==> src/rtl/vec_issue_pkg.sv <==
// Shared types, opcode constants and issue-response decode for the vector issue queue.
// Opcode and funct7 values mirror the custom-0 encodings used by the core's custom_opcodes.vh.
package vec_issue_pkg;

    localparam logic [6:0] OPCODE_CUSTOM0 = 7'b0001011;
    localparam logic [6:0] FUNCT7_VLD     = 7'b0000001;
    localparam logic [6:0] FUNCT7_VST     = 7'b0000010;
    localparam logic [6:0] FUNCT7_VMAC    = 7'b0000011;

    // Entries store ids at this width so the struct is independent of X_ID_WIDTH.
    localparam int ID_MAX_W = 8;

    typedef enum logic [1:0] {
        EMPTY     = 2'd0,
        PENDING   = 2'd1,
        COMMITTED = 2'd2,
        KILLED    = 2'd3
    } entry_state_t;

    typedef struct packed {
        entry_state_t          state;
        logic [31:0]           instr;
        logic [31:0]           rs1;
        logic [ID_MAX_W-1:0]   id;
    } viq_entry_t;

    typedef struct packed {
        logic accept;
        logic writeback;
        logic loadstore;
    } viq_resp_t;

    function automatic viq_resp_t viq_decode_fn(input logic [6:0] opcode,
                                                input logic [6:0] funct7);
        viq_resp_t r;
        logic      known;
        known       = (funct7 == FUNCT7_VLD) || (funct7 == FUNCT7_VST) ||
                      (funct7 == FUNCT7_VMAC);
        r.accept    = (opcode == OPCODE_CUSTOM0) && known;
        r.writeback = r.accept && (funct7 != FUNCT7_VST);
        r.loadstore = r.accept && ((funct7 == FUNCT7_VLD) || (funct7 == FUNCT7_VST));
        return r;
    endfunction

endpackage

==> src/rtl/vec_issue_queue_decode.sv <==
// Combinational X-IF issue-response decode for custom-0 vector instructions.
// Shared by the issue queue and the coprocessor.
module viq_decode
    import vec_issue_pkg::*;
(
    input  logic [31:0] instr,
    output logic        accept,
    output logic        writeback,
    output logic        loadstore
);

    viq_resp_t resp;
    logic      unused_fields;

    assign resp          = viq_decode_fn(instr[6:0], instr[31:25]);
    assign accept        = resp.accept;
    assign writeback     = resp.writeback;
    assign loadstore     = resp.loadstore;
    assign unused_fields = ^instr[24:7];

endmodule

==> src/rtl/vec_issue_queue.sv <==
// Commit-tracking issue queue between the X-IF issue/commit interfaces and the vector coprocessor.
// Optional statistics counters are enabled with `define VIQ_STATS_EN. X_ID_WIDTH must not exceed 8.
module vec_issue_queue
    import vec_issue_pkg::*;
#(
    parameter int DEPTH      = 4,
    parameter int X_ID_WIDTH = 4
) (
    input  logic                      clk_i,
    input  logic                      rst_i,

    input  logic                      issue_valid_i,
    output logic                      issue_ready_o,
    input  logic [31:0]               issue_instr_i,
    input  logic [31:0]               issue_rs1_i,
    input  logic [X_ID_WIDTH-1:0]     issue_id_i,
    output logic                      issue_accept_o,
    output logic                      issue_writeback_o,
    output logic                      issue_loadstore_o,

    input  logic                      commit_valid_i,
    input  logic [X_ID_WIDTH-1:0]     commit_id_i,
    input  logic                      commit_kill_i,

    output logic                      dispatch_valid_o,
    input  logic                      dispatch_ready_i,
    output logic [6:0]                dispatch_funct7_o,
    output logic [4:0]                dispatch_rd_o,
    output logic [4:0]                dispatch_rs1_o,
    output logic [4:0]                dispatch_rs2_o,
    output logic [31:0]               dispatch_scalar_o,
    output logic [X_ID_WIDTH-1:0]     dispatch_id_o,
`ifdef VIQ_STATS_EN
    output logic [15:0]               stat_dispatched_o,
    output logic [15:0]               stat_killed_o,
`endif
    output logic [$clog2(DEPTH):0]    count_o
);

    localparam int PTR_W = $clog2(DEPTH);
    localparam int CNT_W = PTR_W + 1;

    viq_entry_t         entries [DEPTH];
    logic [PTR_W-1:0]   head;
    logic [PTR_W-1:0]   tail;
    logic [CNT_W-1:0]   count;

    viq_entry_t         head_entry;
    viq_entry_t         push_entry;
    logic               full;
    logic               push;
    logic               pop_dispatch;
    logic               pop_kill;
    logic               pop;
    logic               unused_head;

    viq_decode u_decode (
        .instr     (issue_instr_i),
        .accept    (issue_accept_o),
        .writeback (issue_writeback_o),
        .loadstore (issue_loadstore_o)
    );

    assign head_entry   = entries[head];
    assign full         = (count == CNT_W'(DEPTH));
    assign issue_ready_o = !full;
    assign push         = issue_valid_i && issue_ready_o && issue_accept_o;

    // Killed heads retire silently; only one pop of either kind per cycle.
    assign dispatch_valid_o = (head_entry.state == COMMITTED);
    assign pop_dispatch     = dispatch_valid_o && dispatch_ready_i;
    assign pop_kill         = (head_entry.state == KILLED);
    assign pop              = pop_dispatch || pop_kill;

    // Popped entries are zeroed, so an EMPTY head drives all-zero dispatch fields.
    assign dispatch_funct7_o = head_entry.instr[31:25];
    assign dispatch_rs2_o    = head_entry.instr[24:20];
    assign dispatch_rs1_o    = head_entry.instr[19:15];
    assign dispatch_rd_o     = head_entry.instr[11:7];
    assign dispatch_scalar_o = head_entry.rs1;
    assign dispatch_id_o     = head_entry.id[X_ID_WIDTH-1:0];
    assign count_o           = count;
    assign unused_head       = ^{head_entry.instr[14:12], head_entry.instr[6:0], head_entry.id};

    // A commit aimed at the instruction being pushed lands directly in the new entry.
    always_comb begin
        push_entry       = '0;
        push_entry.instr = issue_instr_i;
        push_entry.rs1   = issue_rs1_i;
        push_entry.id    = ID_MAX_W'(issue_id_i);
        push_entry.state = PENDING;
        if (commit_valid_i && (commit_id_i == issue_id_i)) begin
            push_entry.state = commit_kill_i ? KILLED : COMMITTED;
        end
    end

    always_ff @(posedge clk_i) begin
        if (rst_i) begin
            for (int i = 0; i < DEPTH; i++) begin
                entries[i] <= '0;
            end
            head  <= '0;
            tail  <= '0;
            count <= '0;
        end else begin
            for (int i = 0; i < DEPTH; i++) begin
                if (commit_valid_i && (entries[i].state == PENDING) &&
                    (entries[i].id == ID_MAX_W'(commit_id_i))) begin
                    entries[i].state <= commit_kill_i ? KILLED : COMMITTED;
                end
            end
            if (pop) begin
                entries[head] <= '0;
                head          <= head + 1'b1;
            end
            if (push) begin
                entries[tail] <= push_entry;
                tail          <= tail + 1'b1;
            end
            case ({push, pop})
                2'b10:   count <= count + 1'b1;
                2'b01:   count <= count - 1'b1;
                default: count <= count;
            endcase
        end
    end

`ifdef VIQ_STATS_EN
    logic [15:0] stat_dispatched;
    logic [15:0] stat_killed;

    always_ff @(posedge clk_i) begin
        if (rst_i) begin
            stat_dispatched <= '0;
            stat_killed     <= '0;
        end else begin
            if (pop_dispatch && (stat_dispatched != 16'hFFFF)) begin
                stat_dispatched <= stat_dispatched + 16'd1;
            end
            if (pop_kill && (stat_killed != 16'hFFFF)) begin
                stat_killed <= stat_killed + 16'd1;
            end
        end
    end

    assign stat_dispatched_o = stat_dispatched;
    assign stat_killed_o     = stat_killed;
`endif

endmodule

==> config.mk <==
export PLATFORM = sky130hd
export DESIGN_NAME = vec_issue_queue
export DESIGN_NICKNAME = d
export VERILOG_FILES = /design/src/rtl/vec_issue_pkg.sv /design/src/rtl/vec_issue_queue_decode.sv /design/src/rtl/vec_issue_queue.sv
export SDC_FILE = /design/constraint.sdc
export NUM_CORES = 1
export LEC_CHECK = 0
export CAP_MARGIN = 20
export CORE_ASPECT_RATIO = 1.4
export CORE_MARGIN = 8
export CORE_UTILIZATION = 40
export CTS_CLUSTER_DIAMETER = 80
export DETAILED_ROUTE_END_ITERATION = 10
export GPL_ROUTABILITY_DRIVEN = 0
export PLACE_DENSITY = 0.73
export SLEW_MARGIN = 10
export SYNTH_ARGS = -nofsm -noshare
export SYNTH_HDL_FRONTEND = slang
export SYNTH_SLANG_ARGS = --single-unit
export TNS_END_PERCENT = 50
==> constraint.sdc <==
create_clock -name clk_i -period 6.58 [get_ports clk_i]
set_input_delay 1.645 -clock clk_i [delete_from_list [all_inputs] [get_ports clk_i]]
set_output_delay 1.645 -clock clk_i [all_outputs]
set_load 0.01 [all_outputs]
After elaboration in Yosys (flattened, before gate mapping)

Memories as Yosys holds them, arrays and structs flattened. A register that Yosys moved wholly into a read port is not among the register bits.
Cells that the tools add are included.

Register bits after elaboration: 7
Memory bits (writable): 280
Output and inout bits: 66
Word-level logic and storage cells: 80
Memories kept: 1

Add/sub/neg operators: 4
Equality and inequality tests: 19
Multiplexer cells: 29
Bitwise operators: 4
Reduce and logical (&&, ||, !) cells: 20

Memory list:

| name    | words | width | rd ports | clocked after memory_dff | wr ports | RTL line              | RTL |
|---|---|---|---|---|---|---|---|
| entries | 4     | 70    | 5        | 1                        | 6        | vec_issue_queue.sv:43 | `viq_entry_t entries [DEPTH];` |

Operators by type and width:

| cell                  | count |
|---|---|
| $eq A8 B4 Y1          | 4 |
| $mux W1               | 21 |
| $logic_and A1 B1 Y1   | 15 |
| $eq A7 B2 Y1 const B  | 2 |
| $mux W2               | 7 |
| $eq A2 B1 Y1 const B  | 5 |
| $eq A7 B1 Y1 const B  | 1 |
| $eq A7 B4 Y1 const B  | 1 |
| $ne A7 B2 Y1 const B  | 1 |
| $eq A2 B2 Y1 const B  | 3 |
| $pmux W3 S2           | 1 |
| $add A2 B1 Y2 const B | 2 |
| $eq A4 B4 Y1          | 1 |
| $or A1 B1 Y1          | 4 |
| $add A3 B1 Y3 const B | 1 |
| $eq A3 B3 Y1 const B  | 1 |
| $logic_or A1 B1 Y1    | 3 |
| $sub A3 B1 Y3 const B | 1 |
| $reduce_bool A2 Y1    | 1 |
| $logic_not A1 Y1      | 1 |

Logic depth before layout (Yosys ltp)

Gate-level depths: netlist (run 1).

Depth after elaboration: 8
Depth in mapped cells: 10
Gate-level depth less buffers: 10

Modules after synthesis

Synthesis (run 1) repeated with hierarchy kept, for this count alone.

Cells, all modules: 720
Area total of the unflattened synthesis: 11,309.6 um^2

Modules (own cells, without submodules):

| module          | times used | cells an instance | area each (um^2) |
|---|---|---|---|
| vec_issue_queue | 1          | 711               | 11,242.0 |
| viq_decode      | 1          | 9                 | 67.6 |

Worst setup path before layout (run 1)

OpenSTA, ideal clock, no wires.

Path type: input -> register
From: in issue_instr_i[6]
To: mem entries[3][68] in the netlist's numbering (enable)
Setup time: 302 ps
Arrival time: 4,401 ps
Path slack: 1,877 ps
Stages on the path: 5
Cells stage by stage: nor4_2 nand4_1 nor4b_4 or3_1 nand2b_1

RTL lines:

| item        | RTL line              | RTL |
|---|---|---|
| from (decl) | vec_issue_queue.sv:14 | `input logic [31:0] issue_instr_i,` |
| to (decl)   | vec_issue_queue.sv:43 |  |

Worst setup path after layout (run 1)

From: in issue_instr_i[28]
To: out issue_writeback_o

Word-level cells in the longest chain between the ends: 5
Elaborated cells on any way between the ends: 8
Classes of those cells: eq/ne (4); reduce/logical (4)

RTL lines:

| item                                         | RTL line              | RTL |
|---|---|---|
| $eq A7 B1 Y1 or $eq A7 B2 Y1 (tied branches) | vec_issue_pkg.sv:37   | `known = (funct7 == FUNCT7_VLD) \|\| (funct7 == FUNCT7_VST) \|\|` |
| $logic_or A1 B1 Y1 (2 in a row)              | vec_issue_pkg.sv:37   |  |
| $logic_and A1 B1 Y1                          | vec_issue_pkg.sv:39   | `r.accept = (opcode == OPCODE_CUSTOM0) && known;` |
| $logic_and A1 B1 Y1 *                        | vec_issue_pkg.sv:40   | `r.writeback = r.accept && (funct7 != FUNCT7_VST);` |
| to (decl)                                    | vec_issue_queue.sv:18 | `output logic issue_writeback_o,` |

Mark *: on every way between the ends. The rest lies on a longest branch, timed or not.

==> results of run 1 <==
[power by group]
part | total (mW) | switching, mW | internal (mW)
registers | 1.98 | 0.0868 | 1.90
logic | 0.973 | 0.415 | 0.558
clock network | 1.38 | 0.583 | 0.796
[synthesized netlist by cell type, types with 2 or more instances]
cell,number
a21oi_1,13
and2_0,2
and2_1,210
buf_6,2
clkbuf_1,37
dfxtp_1,9
edfxtp_1,240
ha_1,9
inv_1,14
mux2_2,2
mux2i_1,4
mux4_2,59
nand2_1,10
nand2b_1,4
nand3_1,2
nand4_1,4
nor2_1,15
nor3_1,5
nor4_4,3
o21ai_0,2
or3_1,8
xnor2_1,15
xor2_1,9
[state kept, by name (all words and copies together), names as in the netlist, named ones only]
register and flops:
tail 2, entries 240, head 2, count_o 3
[final cells by class]
type                            instances  area, um2
Clock buffer                           31        668
Timing Repair Buffer                  146       1470
Inverter                               14       52.6
Tap cell                              370        463
Multi-Input combinational cell        412       3670
Sequential cell                       249       7390
Clock inverter                         13        123
Antenna cell                            1       2.50
Fill cell                            2366      13700
[per-layer routing]
layer	vias up	global-route usage (%)	wire length, um
met5	-	0	0
met4	0	4.11	462
met3	36	2.94	1450
met2	148	28.3	13600
met1	3134	15.5	9050
li1	2845	-	-
[cell families after synthesis]
logic type,synth area share [%]
flops,66.0
xor+xnor,1.88
compound gates,1.02
mux,12.4
simple gates,15.4
buf+inv,1.99
other cells,0.0335
fa+ha+maj,1.19
[tightest hold or removal path: stages, from the launching register on]
cell and delay (ns):
dfxtp_1 0.33, o21ai_0 0.08, a21oi_1 0.06
[worst paths after layout]
check	from	end	slack, ns	cells past startpoint
max reg2reg	register	entries[0][68]	3.22	5
min reg2reg	count_o[2]	count_o[2]	0.51	2
max	issue_instr_i[28]	issue_writeback_o	1.30	5
min	count_o[2]	count_o[2]	0.51	2
[metrics by stage]
stage	util, %	worst slack, ns	hold WS, ns	power, mW
after floorplan	-	1.88	0.487	2.52
after global placement	47.2	1.37	0.484	3.00
after detailed placement	47.2	1.37	0.502	3.00
after CTS	50.1	1.36	0.514	4.38
after global routing	50.2	1.21	0.558	4.51
final	50.2	1.30	0.512	4.33
==> reports/qor.txt, run 1 <==
Status - completed
RSZ-0062 raised after global routing - false
Fin. max-slew vios - 0
DRT iter0 DRCs - 346
Cells after synthesis - 697
Routed WL - 24600 um
Mean Syn Cell Area - 16.1 um2
Slew @ Worst Pin - 0.990 ns
CP dominant cell by count - clkdlybuf4s50_1
IO Pins - 144
Total vias in the final route - 6163
Startpoint types - primary input
Number of global-route vias before repair - 6583
CP cell instances - clkdlybuf4s50_1 > nor4bb_1 > o2111ai_1 > a31oi_1 > clkdlybuf4s50_1
Setup violations, final - 0
Placed Instances - 1190
Die area - 33700 um2
Setup TNS - 0 ns
Buf/Inv on CP - 2
Slowest stage cell, crit path - clkdlybuf4s50_1
Commonest non-fill, non-tap cells in the layout - 240 x edfxtp_1, 210 x and2_1, 140 x clkdlybuf4s50_1
VDD IR-drop max - 0.181 mV
Arrival time worst endpoint - 3.63 ns
Port bufs - 140
Placed inst area - 13000 um2
Post-synthesis instance area - 11200 um2
PostCTS Resize Cnt - 0
Initial Util - 40.6%
Synth warnings - 0
Gr usage total - 14.6%
Initial antenna violation count - 1
Fin cells - 1236
Vias per cell - 4.99
Synth cell types - 42
CP max FO - 5
Fin crit share - 80.2%
Number of placement rows - 72
Clock-pin slew on the worst setup and hold paths - 0.06 ns
Hold Path Class - reg2reg
Post-synth EDFFs - 240
Hpwl dp - 14300 um
Top-area cell type share of the netlist area - 64.4%
Largest net degree at the start of global routing - 62
Largest cells by area after synthesis - edfxtp_1 64%, mux4_2 12%, and2_1 12%, dfxtp_1 1.6%, clkbuf_1 1.2%
Area grow syn2layout - 23.7%
Clock Tree Buf Depth - 3
FFs w/ async S/R, synth - 0%
CTS sink count - 249
Post-DR wirelength/cell - 19.9 um
P_leak - 4.91 nW
Relative slew slack - 34.0%
Worst Setup End Kind - output pin
Die Height - 214 um
Seq/Total Area, Yosys - 66.0%
Worst endpoint required time - 4.93 ns
Root Buffer - clkbuf_16
Total gr overflow - 0
First-pass GRT wire length - 37300 um
PD cells - 313 nW/um2
Post-synth top flop - edfxtp_1
Post-CTS Setup Bufs - 0
Residual DRC - 0
CP Class - in2out
Max Clk Rate - 190 MHz
CTS Hold Bufs - 0
Largest area contributor in the netlist - edfxtp_1
Delay-heaviest family, CP - buffers and inverters
Area of the core - 27600 um2
CTS Buf Count - 24
Synth Register Bits - 249
Fin area - 13800 um2
Share of post-route cells with drive strength above 1 - 13.9%
Drt first pass iters - 4
Antenna Violating Nets Remaining - 0
Commonest non-fill, non-tap cell in the layout - edfxtp_1
CP peak stage delay - 0.59 ns
Final #Nets - 935
Final Hold Viols - 0
H-tree depth - 1
Max Cap Viol - 0
Min Tclk post-route - 5.28 ns
Post-Route Skew - 0.0144 ns
Clk_lat worst skew - 0.52 ns
TritonCTS clock tree - built
Die X - 157 um
Power figures use the tool's default switching activity.
==> inputs of run 2 (changes only) <==
--- a/config.mk
+++ b/config.mk
@@ -12,7 +12,7 @@
 export CTS_CLUSTER_DIAMETER = 80
 export DETAILED_ROUTE_END_ITERATION = 10
 export GPL_ROUTABILITY_DRIVEN = 0
-export PLACE_DENSITY = 0.73
+export PLACE_DENSITY = 0.75
 export SLEW_MARGIN = 10
 export SYNTH_ARGS = -nofsm -noshare
 export SYNTH_HDL_FRONTEND = slang
==> constraint.sdc (replaced) <==
create_clock -name clk_i -period 4.8 [get_ports clk_i]
set_input_delay 1.2 -clock clk_i [delete_from_list [all_inputs] [get_ports clk_i]]
set_output_delay 1.2 -clock clk_i [all_outputs]
set_load 0.01 [all_outputs]
==> run 2 against run 1 <==
Effect of this change:
- flip-flop and latch count unchanged
- first-iteration DRC count decreased by 13%
- clock power increased by 28%
- setup slack got worse by 0.80 ns
- critical path depth unchanged
- die area unchanged
- wire length increased by 2.0%
- critical path type unchanged
- highest routed layer is now met5
==> reports/qor.txt, run 2 (synthesis gave the netlist of run 1 again) <==
Status - completed (unchanged)
Antenna Violating Nets Remaining - 0 (unchanged)
CTS Buf Count - 24 (unchanged)
Min Tclk post-route - 4.29 ns
P_leak - 4.94 nW (was 4.91 nW)
Root Buffer - clkbuf_16 (unchanged)
CP peak stage delay - 0.56 ns (was 0.59 ns)
Die area - 33700 um2 (unchanged)
PD cells - 421 nW/um2 (was 313 nW/um2)
Post-DR wirelength/cell - 20.2 um (was 19.9 um)
Fin crit share - 89.4%
Die Height - 214 um (unchanged)
IO Pins - 144 (unchanged)
PostCTS Resize Cnt - 0 (unchanged)
Share of post-route cells with drive strength above 1 - 14.5% (was 13.9%)
Port bufs - 140 (unchanged)
Die X - 157 um (unchanged)
Final #Nets - 946 (was 935)
CP Class - in2out (unchanged)
Initial Util - 40.6% (unchanged)
Worst Setup End Kind - output pin (unchanged)
Final total power - 5.84 mW (was 4.33 mW)
Commonest non-fill, non-tap cells in the layout - 240 x edfxtp_1, 210 x and2_1, 140 x clkdlybuf4s50_1 (unchanged)
Post-Route Skew - 0.0112 ns (was 0.0144 ns)
Arrival time worst endpoint - 3.09 ns (was 3.63 ns)
CP cell instances - clkdlybuf4s50_1 > nor4bb_1 > o2111ai_1 > a31oi_1 > clkdlybuf4s50_1 (unchanged)
Post-CTS Setup Bufs - 0 (unchanged)
Largest net degree at the start of global routing - 55 (was 62)
CTS sink count - 249 (unchanged)
CP dominant cell by count - clkdlybuf4s50_1 (unchanged)
Slew @ Worst Pin - 0.912 ns (was 0.990 ns)
Max Cap Viol - 0 (unchanged)
Initial antenna violation count - 2 (was 1)
Worst endpoint required time - 3.60 ns (was 4.93 ns)
Top reg by flops - entries (unchanged)
TritonCTS clock tree - built (unchanged)
Number of placement rows - 72 (unchanged)
Routed WL - 25100 um (was 24600 um)
Clock-pin slew on the worst setup and hold paths - 0.06 ns (about the same)
R2r setup slk - 1.94 ns (was 3.22 ns)
Vias per cell - 4.97 (was 4.99)
Slowest stage cell, crit path - clkdlybuf4s50_1 (unchanged)
DRT iter0 DRCs - 301 (was 346)
VDD IR-drop max - 0.236 mV (was 0.181 mV)
Area of the core - 27600 um2 (unchanged)
Area grow syn2layout - 24.0% (was 23.7%)
First-pass GRT wire length - 38100 um (was 37300 um)
CTS Hold Bufs - 0 (unchanged)
Clk_lat worst skew - 0.52 ns (about the same)
CP max FO - 5 (unchanged)
Residual DRC - 0 (unchanged)
Total gr overflow - 0 (unchanged)
Commonest non-fill, non-tap cell in the layout - edfxtp_1 (unchanged)
Max FFs per register - 240 (unchanged)
Drt first pass iters - 5 (was 4)
Final Hold Viols - 0 (unchanged)
Clock Tree Buf Depth - 3 (unchanged)
H-tree depth - 1 (unchanged)
Setup TNS - 0 ns (unchanged)
Number of global-route vias before repair - 6691 (was 6583)
Hold Path Class - reg2reg (unchanged)
Max Clk Rate - 233 MHz
Startpoint types - primary input (unchanged)
Setup violations, final - 0 (unchanged)
Fin. max-slew vios - 0 (unchanged)
RSZ-0062 raised after global routing - false (unchanged)
Total vias in the final route - 6174 (was 6163)
Gr usage total - 15.1% (was 14.6%)
Relative slew slack - 38.8% (was 34.0%)
Hpwl dp - 15800 um (was 14300 um)
==> run 2: cell count changes in the layout (fill, tap and decap cells not counted) <==
cell,change
clkbuf_8,-2
clkinv_1,-1
clkinvlp_4,-1
bufinv_16,-1
buf_12,+4
clkinv_4,-1
clkbuf_1,+1
buf_4,+8
buf_16,-1
==> run 2: power breakdown <==
group          internal, mW  switching [mW]
sequential             2.59           0.115
combinational         0.776           0.585
clock                 0.998           0.770
==> run 2: area by class of cell <==
| cell class | instances | area [um2] |
|---|---|---|
| antenna | 1 | 2.50 |
| clock buffer | 30 | 644 |
| clock inverter | 9 | 72.6 |
| fill | 2339 | 13700 |
| inverter | 14 | 52.6 |
| multi-input combinational | 412 | 3670 |
| sequential | 249 | 7390 |
| tap | 370 | 463 |
| timing repair buffer | 157 | 1580 |
==> run 2: through the flow <==
stage / hold WS [ns] / instances / utilization (%) / cell area (um2) / setup WS, ns
CTS: 0.525 / 1241 / 50.3 / 13900 / 0.490
finish: 0.524 / 1242 / 50.3 / 13900 / 0.508
global route: 0.559 / 1242 / 50.3 / 13900 / 0.296
global placement: 0.488 / 1202 / 47.7 / 13200 / 0.490
floorplan: 0.487 / 716 / - / 11300 / 0.542
detailed placement: 0.509 / 1202 / 47.7 / 13200 / 0.482
==> run 2: layer usage <==
layer  vias up  share of wire (%)  global-route usage, %
li1       2864                  -                      -
met1      3102                 35                   15.8
met2       159                 56                   29.1
met3        47                5.3                   2.48
met4         2                3.4                   6.52
met5         -              0.052                      0
==> run 2: worst max-delay path: cells and delay by family <==
| kind | cells | cell delay [ns] |
|---|---|---|
| AO/OA/AOI/OAI | 2 | 0.50 |
| buffers and inverters | 2 | 1.00 |
| AND/OR/NAND/NOR | 1 | 0.39 |
==> run 2: path summary, 6_finish.rpt <==
path                                       start           endpoint  cells past startpoint
worst min register to register        count_o[2]         count_o[2]                      2
worst max-delay path            issue_instr_i[1]  issue_writeback_o                      5
worst min-delay path                  count_o[2]         count_o[2]                      2
worst max register to register          register     entries[2][28]                      5
==> inputs of run 3 (changes only) <==
--- a/config.mk
+++ b/config.mk
@@ -11,7 +11,6 @@
 export CORE_UTILIZATION = 40
 export CTS_CLUSTER_DIAMETER = 80
 export DETAILED_ROUTE_END_ITERATION = 10
-export GPL_ROUTABILITY_DRIVEN = 0
 export PLACE_DENSITY = 0.75
 export SLEW_MARGIN = 10
 export SYNTH_ARGS = -nofsm -noshare
==> results of run 3 <==
Same layout as run 2: the final DEF is identical, and so are final timing and power.
